[src/rtl/video_timing_pkg.sv]
// Shared raster timing definitions: phase encoding, 640x480@60 constants
// and the helper that derives line/frame totals from the four segments.
package video_timing_pkg;

    // Phase of one raster axis. The order follows the raster: visible,
    // front porch, sync pulse, back porch.
    typedef enum logic [1:0] {
        ACT  = 2'd0,
        FP   = 2'd1,
        SYNC = 2'd2,
        BP   = 2'd3
    } phase_t;

    // Counter width; both totals must stay at or below 1024.
    localparam int CNT_W = 10;

    // 640x480 at 60 Hz with a 25 MHz pixel clock.
    localparam int DEF_H_ACTIVE = 640;
    localparam int DEF_H_FRONT  = 16;
    localparam int DEF_H_SYNC   = 96;
    localparam int DEF_H_BACK   = 48;
    localparam int DEF_V_ACTIVE = 480;
    localparam int DEF_V_FRONT  = 10;
    localparam int DEF_V_SYNC   = 2;
    localparam int DEF_V_BACK   = 33;

    // Total length of one axis in counter steps.
    function automatic int axis_total(input int active, input int front,
                                      input int sync, input int back);
        return active + front + sync + back;
    endfunction

    localparam int DEF_H_TOTAL = axis_total(DEF_H_ACTIVE, DEF_H_FRONT, DEF_H_SYNC, DEF_H_BACK);
    localparam int DEF_V_TOTAL = axis_total(DEF_V_ACTIVE, DEF_V_FRONT, DEF_V_SYNC, DEF_V_BACK);

endpackage

[src/rtl/sync_axis_counter.sv]
// One raster axis: a position counter that wraps at the axis total, a phase
// FSM that always describes the value held in the counter, and a wrap strobe
// that lets the next axis step along.
module sync_axis_counter
    import video_timing_pkg::*;
#(
    parameter int P_ACTIVE = DEF_H_ACTIVE,
    parameter int P_FRONT  = DEF_H_FRONT,
    parameter int P_SYNC   = DEF_H_SYNC,
    parameter int P_BACK   = DEF_H_BACK
) (
    input  logic             i_clk,
    input  logic             i_rst_n,
    input  logic             i_en,
    output logic [CNT_W-1:0] o_cnt,
    output phase_t           o_phase,
    output logic             o_wrap
);

    localparam int TOTAL = axis_total(P_ACTIVE, P_FRONT, P_SYNC, P_BACK);

    // Counter values at which each phase begins.
    localparam logic [CNT_W-1:0] L_LAST     = CNT_W'(TOTAL - 1);
    localparam logic [CNT_W-1:0] L_FP_START = CNT_W'(P_ACTIVE);
    localparam logic [CNT_W-1:0] L_SY_START = CNT_W'(P_ACTIVE + P_FRONT);
    localparam logic [CNT_W-1:0] L_BP_START = CNT_W'(P_ACTIVE + P_FRONT + P_SYNC);

    logic [CNT_W-1:0] r_cnt;
    logic [CNT_W-1:0] w_cnt_next;
    logic             w_last;
    phase_t           r_phase;
    phase_t           w_phase_next;

    // Next counter value and terminal-count detection.
    always_comb begin
        w_last     = (r_cnt == L_LAST);
        w_cnt_next = w_last ? '0 : r_cnt + 1'b1;
    end

    // Position counter; advances only when enabled.
    always_ff @(posedge i_clk or negedge i_rst_n) begin
        if (!i_rst_n) begin
            r_cnt <= '0;
        end else if (i_en) begin
            r_cnt <= w_cnt_next;
        end
    end

    // Phase register.
    always_ff @(posedge i_clk or negedge i_rst_n) begin
        if (!i_rst_n) begin
            r_phase <= ACT;
        end else begin
            r_phase <= w_phase_next;
        end
    end

    // Phase transitions are decided from the value the counter is about to
    // load, so phase and counter always change on the same edge.
    always_comb begin
        w_phase_next = r_phase;
        if (i_en) begin
            case (r_phase)
                ACT:     if (w_cnt_next == L_FP_START) w_phase_next = FP;
                FP:      if (w_cnt_next == L_SY_START) w_phase_next = SYNC;
                SYNC:    if (w_cnt_next == L_BP_START) w_phase_next = BP;
                BP:      if (w_last)                   w_phase_next = ACT;
                default: w_phase_next = ACT;
            endcase
        end
    end

    assign o_cnt   = r_cnt;
    assign o_phase = r_phase;
    assign o_wrap  = i_en & w_last;

endmodule

[src/rtl/vga_sync_gen.sv]
// Raster timing generator: chains a horizontal and a vertical axis counter
// and registers position, visibility, sync and strobes in one output stage
// so every output in a cycle describes the same pixel.
module vga_sync_gen
    import video_timing_pkg::*;
#(
    parameter int H_ACTIVE        = DEF_H_ACTIVE,
    parameter int H_FRONT         = DEF_H_FRONT,
    parameter int H_SYNC          = DEF_H_SYNC,
    parameter int H_BACK          = DEF_H_BACK,
    parameter int V_ACTIVE        = DEF_V_ACTIVE,
    parameter int V_FRONT         = DEF_V_FRONT,
    parameter int V_SYNC          = DEF_V_SYNC,
    parameter int V_BACK          = DEF_V_BACK,
    parameter int SYNC_ACTIVE_LOW = 1
) (
    input  logic             i_clk,
    input  logic             i_rst_n,
    input  logic             i_ce,
    output logic [CNT_W-1:0] o_hpos,
    output logic [CNT_W-1:0] o_vpos,
    output logic             o_visible,
    output logic             o_hsync,
    output logic             o_vsync,
    output logic             o_line_start,
    output logic             o_frame_start
);

    // Level driven on the sync lines outside the pulse.
    localparam logic L_SYNC_IDLE = (SYNC_ACTIVE_LOW != 0) ? 1'b1 : 1'b0;

    logic [CNT_W-1:0] w_hcnt;
    logic [CNT_W-1:0] w_vcnt;
    phase_t           w_h_phase;
    phase_t           w_v_phase;
    logic             w_h_wrap;
    logic             w_v_wrap;

    // Set while the counters sit at (0,0) and that pixel has not yet been
    // presented; the frame strobe is issued when it is.
    logic             r_at_origin;

    logic [CNT_W-1:0] r_hpos;
    logic [CNT_W-1:0] r_vpos;
    logic             r_visible;
    logic             r_hsync;
    logic             r_vsync;
    logic             r_line_start;
    logic             r_frame_start;

    sync_axis_counter #(
        .P_ACTIVE (H_ACTIVE),
        .P_FRONT  (H_FRONT),
        .P_SYNC   (H_SYNC),
        .P_BACK   (H_BACK)
    ) u_h_axis (
        .i_clk   (i_clk),
        .i_rst_n (i_rst_n),
        .i_en    (i_ce),
        .o_cnt   (w_hcnt),
        .o_phase (w_h_phase),
        .o_wrap  (w_h_wrap)
    );

    // The vertical axis steps once per line, on the horizontal wrap.
    sync_axis_counter #(
        .P_ACTIVE (V_ACTIVE),
        .P_FRONT  (V_FRONT),
        .P_SYNC   (V_SYNC),
        .P_BACK   (V_BACK)
    ) u_v_axis (
        .i_clk   (i_clk),
        .i_rst_n (i_rst_n),
        .i_en    (w_h_wrap),
        .o_cnt   (w_vcnt),
        .o_phase (w_v_phase),
        .o_wrap  (w_v_wrap)
    );

    // Origin tracker: any enabled step leaves (0,0) except the frame wrap.
    always_ff @(posedge i_clk or negedge i_rst_n) begin
        if (!i_rst_n) begin
            r_at_origin <= 1'b1;
        end else if (i_ce) begin
            r_at_origin <= w_v_wrap;
        end
    end

    // Output stage: samples counters and phases on enabled edges; strobes
    // last exactly one clock regardless of i_ce.
    always_ff @(posedge i_clk or negedge i_rst_n) begin
        if (!i_rst_n) begin
            r_hpos        <= '0;
            r_vpos        <= '0;
            r_visible     <= 1'b0;
            r_hsync       <= L_SYNC_IDLE;
            r_vsync       <= L_SYNC_IDLE;
            r_line_start  <= 1'b0;
            r_frame_start <= 1'b0;
        end else begin
            r_line_start  <= 1'b0;
            r_frame_start <= 1'b0;
            if (i_ce) begin
                r_hpos        <= w_hcnt;
                r_vpos        <= w_vcnt;
                r_visible     <= (w_h_phase == ACT) && (w_v_phase == ACT);
                r_hsync       <= (w_h_phase == SYNC) ? ~L_SYNC_IDLE : L_SYNC_IDLE;
                r_vsync       <= (w_v_phase == SYNC) ? ~L_SYNC_IDLE : L_SYNC_IDLE;
                r_line_start  <= (w_hcnt == '0);
                r_frame_start <= r_at_origin;
            end
        end
    end

    assign o_hpos        = r_hpos;
    assign o_vpos        = r_vpos;
    assign o_visible     = r_visible;
    assign o_hsync       = r_hsync;
    assign o_vsync       = r_vsync;
    assign o_line_start  = r_line_start;
    assign o_frame_start = r_frame_start;

endmodule

[config.mk]
export PLATFORM = sky130hd
export DESIGN_NAME = vga_sync_gen
export DESIGN_NICKNAME = d
export VERILOG_FILES = /design/src/rtl/video_timing_pkg.sv /design/src/rtl/sync_axis_counter.sv /design/src/rtl/vga_sync_gen.sv
export SDC_FILE = /design/constraint.sdc
export NUM_CORES = 1
export LEC_CHECK = 0
export CAP_MARGIN = 20
export CORE_MARGIN = 2
export CORE_UTILIZATION = 30
export DETAILED_ROUTE_END_ITERATION = 10
export SLEW_MARGIN = 25
export SYNTH_ARGS = -nofsm -noshare
export SYNTH_HDL_FRONTEND = slang
export SYNTH_HIERARCHICAL = 1
export SYNTH_SLANG_ARGS = --single-unit
[constraint.sdc]
create_clock -name i_clk -period 3.2 [get_ports i_clk]
set_clock_uncertainty 0.1 [all_clocks]
set_input_delay 0.32 -clock i_clk [delete_from_list [all_inputs] [get_ports i_clk]]
set_output_delay 0.32 -clock i_clk [all_outputs]
set_load 0.005 [all_outputs]
==> PnR_summary.wiki <==
{| class="wikitable"
! Metric !! Value
|-
| Class of the most critical setup path || reg -> reg
|-
| Mean area per synthesized cell || 11.1 sq um
|-
| Vias per inst || 4.77
|-
| P_sw || 565 uW
|-
| Fraction of the yosys area taken by sequential cells || 42.4%
|-
| Worst Hold Path EP || u_h_axis/o_cnt[9]$_DFFE_PN0P_
|-
| Drt first-iter violations || 123
|-
| Maximum fanout count along the critical path || 11
|-
| WP data required || 3.30 ns
|-
| Area fraction in compound gates after synthesis || 11.1%
|-
| Top post-synthesis cells by area || sky130_fd_sc_hd__dfrtp_1 (40%), sky130_fd_sc_hd__mux2_4 (8.6%), sky130_fd_sc_hd__ha_1 (6.3%)
|-
| Dpl hpwl || 4.10 mm
|-
| TritonCTS clock tree || done
|-
| Final critical delay including setup and external delays || 2.58 ns
|-
| Leakage power || 1.43 nW
|-
| Total wire length after detailed routing || 5.77 mm
|-
| Tightest slew margin relative to the limit || 62.1%
|-
| Total power divided by cell area || 533 nW/um^2
|-
| Post-Layout Cell Count || 424
|-
| Max Transition Viols Final || 0
|-
| Ports || 28
|-
| Maximum clock frequency || 387 MHz
|-
| Share of power burned in the clock network || 24.7%
|-
| Fraction of power consumed by combinational cells || 27.1%
|-
| Total routing resource utilization after global routing || 12.1%
|-
| Fraction of registers with async set/reset || 100%
|-
| First-pass GRT wire length || 10.2 mm
|-
| Result of the run || finished clean
|-
| Core footprint || 9680 sq um
|-
| Worst reg2reg path startpoint || u_h_axis/o_cnt[0]$_DFFE_PN0P_
|-
| Number of buffer and inverter stages on the critical path || 0
|-
| Worst reg-to-reg path cell count || 7
|-
| Crit path capture type || flop
|-
| Switch share || 31.2%
|-
| Share of the synthesized area in the top cell type || 39.8%
|-
| Floorplan die area || 10,700 sq um
|-
| Max-cap violations || 0
|-
| Flops & latches, synth || 50
|-
| Worst vdd ir || 166 uV
|-
| XOR/XNOR Fraction of Synth Area || 3.55%
|-
| Synth Instances || 266
|-
| Critical path's slowest cell || sky130_fd_sc_hd__dfrtp_1
|-
| Library cell with the largest summed area after synthesis || sky130_fd_sc_hd__dfrtp_1
|-
| Cell-internal power || 1.25 mW
|-
| Hold Slack || 0.313 ns
|-
| Flip-flop cell with the highest count after synthesis || sky130_fd_sc_hd__dfrtp_1
|-
| Most repeated cell in the gate-level netlist after synthesis || sky130_fd_sc_hd__dfrtp_1
|-
| Yosys warns || 6
|-
| Maximum number of buffers from clock root to sink || 2
|-
| Simple-Gate Fraction of Synth Area || 18.0%
|-
| Mux contribution to synthesized area || 12.4%
|-
| Final layout net count || 308
|-
| Setup repair after global routing missed its margin || false
|-
| Startpoint class of the critical path || flop
|-
| Worst reg2reg setup slack || 0.62 ns
|-
| Total of hold buffers inserted after clock tree synthesis || 1
|-
| Aggregate global routing overflow || 0
|-
| Type of the most critical hold path || in -> reg
|-
| Layout-stage area growth over the synthesis result || 14.9%
|-
| Number of I/O port buffers || 27
|-
| Detail Route Antenna Nets || 0
|-
| Number of cells after detailed placement || 415
|-
| Capturing point of the worst reg2reg path || u_h_axis/o_phase[1]$_DFFE_PN0P_
|-
| Adder-cell share of the synthesized area || 6.35%
|-
| Final setup vio count || 0
|-
| Final worst path period share || 80.7%
|-
| Die Y-Extent || 103 um
|-
| Arrival time of data at the critical path endpoint || 2.69 ns
|-
| Number of enable-type register cells in the synthesized netlist || 0
|-
| Ratio of cells with drive above 1 in the final layout || 18.6%
|-
| Remaining routing DRC violations || 0
|-
| H-tree depth || 2
|-
| Ordered list of cells on the worst path || ha_1 -> and4_1 -> and3_1 -> o211ai_1 -> o41ai_2 -> nand3_2 -> mux2_4
|-
| Gate family responsible for the most delay along the worst path || simple AND/OR/NAND/NOR gates
|-
| Post-Synthesis Cell Area || 2960 sq um
|-
| First-pass iteration count of the detailed router || 4
|-
| Initial core utilization || 30.5%
|-
| Routability congestion estimate from global placement || 0.838
|-
| Synthesized net count || 284
|-
| Combinational family with the most area after synthesis || simple AND/OR/NAND/NOR gates
|-
| Setup TNS || 0 ns
|-
| Slowest Stage Delay on Critical Path || 0.52 ns
|-
| Proportion of power drawn by flip-flops and latches || 48.2%
|-
| Final Hold Violating Endpoints || 0
|-
| Origin of the worst min-delay path || i_ce
|-
| FP Rows || 36
|-
| Worst Max-Slew Pin Slew || 0.568 ns
|-
| Clock root cell || sky130_fd_sc_hd__clkbuf_8
|-
| Avg WL per Cell || 13.6 um
|-
| Initial antenna violation count || 0
|-
| Number of CTS-inserted buffers || 5
|-
| Post-synth top cells || sky130_fd_sc_hd__dfrtp_1 (47), sky130_fd_sc_hd__nand2_1 (25), sky130_fd_sc_hd__mux2_4 (17), sky130_fd_sc_hd__ha_1 (15), sky130_fd_sc_hd__inv_1 (14)
|-
| Worst-path clk slew || 0.10 ns
|-
| Number of distinct library cells after synthesis || 60
|-
| Ant diodes || 0
|-
| CTS sink count || 50
|-
| Clock Latency Late Sink || 0.31 ns
|-
| Post-cts gate resize count || 0
|-
| Postcts setup bufs || 0
|-
| Fill count || 967
|-
| Die X || 103 um
|-
| Cell count of the worst hold path || 3
|-
| Via count of the first global-routing pass || 2,026
|-
| Pin count of the biggest net entering global routing || 40
|-
| Overall via count from detail_route || 2,021
|}
==> sequential cells by signal (all words and copies together), names as in the netlist <==
| name | flops |
|---|---|
| u_v_axis/o_cnt | 10 |
| o_hsync | 1 |
| u_h_axis/o_cnt | 10 |
| o_vpos | 10 |
| o_hpos | 10 |
| o_vsync | 1 |
| r_at_origin | 1 |
| u_h_axis/o_phase | 2 |
| o_line_start | 1 |
| u_v_axis/o_phase | 2 |
| o_visible | 1 |
| o_frame_start | 1 |
==> how the worst max path moves through the flow <==
stage / start / endpoint / slack [ns] / depth (start not counted)
after floorplan: u_h_axis/o_cnt[0]$_DFFE_PN0P_ / u_h_axis/o_phase[1]$_DFFE_PN0P_ / 0.83 / 8
after global placement: u_h_axis/o_cnt[0]$_DFFE_PN0P_ / u_h_axis/o_phase[1]$_DFFE_PN0P_ / 0.68 / 7
after detailed placement: u_h_axis/o_cnt[0]$_DFFE_PN0P_ / u_h_axis/o_phase[1]$_DFFE_PN0P_ / 0.61 / 7
after CTS: u_h_axis/o_cnt[0]$_DFFE_PN0P_ / u_h_axis/o_phase[1]$_DFFE_PN0P_ / 0.60 / 7
after global routing: u_h_axis/o_cnt[0]$_DFFE_PN0P_ / u_h_axis/o_phase[1]$_DFFE_PN0P_ / 0.35 / 7
final: u_h_axis/o_cnt[0]$_DFFE_PN0P_ / u_h_axis/o_phase[1]$_DFFE_PN0P_ / 0.62 / 7
==> per-stage QoR <==
stage | total power [mW] | setup WS, ns | cell area [sq um] | utilization, %
5_1_grt | 1.94 | 0.355 | 3400 | 35.1
2_1_floorplan | 1.24 | 0.833 | 2960 | -
3_5_place_dp | 1.38 | 0.609 | 3280 | 33.8
4_1_cts | 1.84 | 0.603 | 3400 | 35.1
6_report | 1.81 | 0.617 | 3400 | 35.1
3_3_place_gp | 1.37 | 0.685 | 3280 | 33.8
==> metal layers <==
metal  track usage, %  routed length, um
met4             3.95                 71
met1             17.6               3000
met2             18.0               2490
met5                0                  0
met3             2.28                206
==> placed cells by master, fill, tap and decap left out, drive strengths merged, types with 2 or more instances in the layout <==
cell / synthesis / layout
dfrtp: 47 / 47
mux2: 26 / 26
clkdlybuf4s50: 0 / 25
nand2: 25 / 25
ha: 15 / 15
inv: 14 / 14
o21ai: 13 / 13
nor2: 11 / 11
nor3: 11 / 11
xnor2: 10 / 10
nand3: 10 / 10
and3: 8 / 8
clkbuf: 3 / 6
o31ai: 5 / 5
a21oi: 5 / 5
buf: 11 / 5
nor4b: 4 / 4
dfstp: 3 / 3
nor4: 3 / 3
and2: 2 / 2
a31oi: 2 / 2
and4: 2 / 2
nand4: 2 / 2
o22ai: 2 / 2
o211ai: 2 / 2
nor3b: 2 / 2
a32oi: 2 / 2
xor2: 2 / 2
a211oi: 2 / 2
nand2b: 2 / 2
or3: 2 / 2
o41ai: 2 / 2
==> final cells by class <==
class / count / area, sq um / area share (%)
clock buffers: 6 / 72.6 / 2.14
clock inverters: 2 / 37.5 / 1.11
inverters: 14 / 52.6 / 1.55
multi-input cells: 188 / 1520 / 44.7
flip-flops and latches: 50 / 1250 / 37.0
well taps: 133 / 166 / 4.90
repair buffers: 31 / 293 / 8.62
==> cell families (layout without fill, tap and decap cells) <==
kind of cell	after synthesis	count (layout)
AOI/OAI and AO/OA	45	45
muxes	27	27
adders and majority gates	15	15
and+or+nand+nor	89	89
DFF	50	50
xor gates and xnor gates	12	12
buffers and inverters	28	53
==> worst register-to-register path: stages, from the launching register on <==
cell and delay (ns):
sky130_fd_sc_hd__dfrtp_1 0.52, sky130_fd_sc_hd__ha_1 0.35, sky130_fd_sc_hd__and4_1 0.38, sky130_fd_sc_hd__and3_1 0.21
sky130_fd_sc_hd__o211ai_1 0.12, sky130_fd_sc_hd__o41ai_2 0.38, sky130_fd_sc_hd__nand3_2 0.13, sky130_fd_sc_hd__mux2_4 0.31
==> power by group through the flow <==
stage / Combinational (mW) / Clock, mW / Sequential (mW)
2_1_floorplan: 0.421 / 0 / 0.818
3_3_place_gp: 0.489 / 0 / 0.882
3_5_place_dp: 0.493 / 0 / 0.888
4_1_cts: 0.498 / 0.467 / 0.875
5_1_grt: 0.553 / 0.491 / 0.900
6_report: 0.492 / 0.447 / 0.873
No activity file was read; power rests on OpenSTA's default activity.
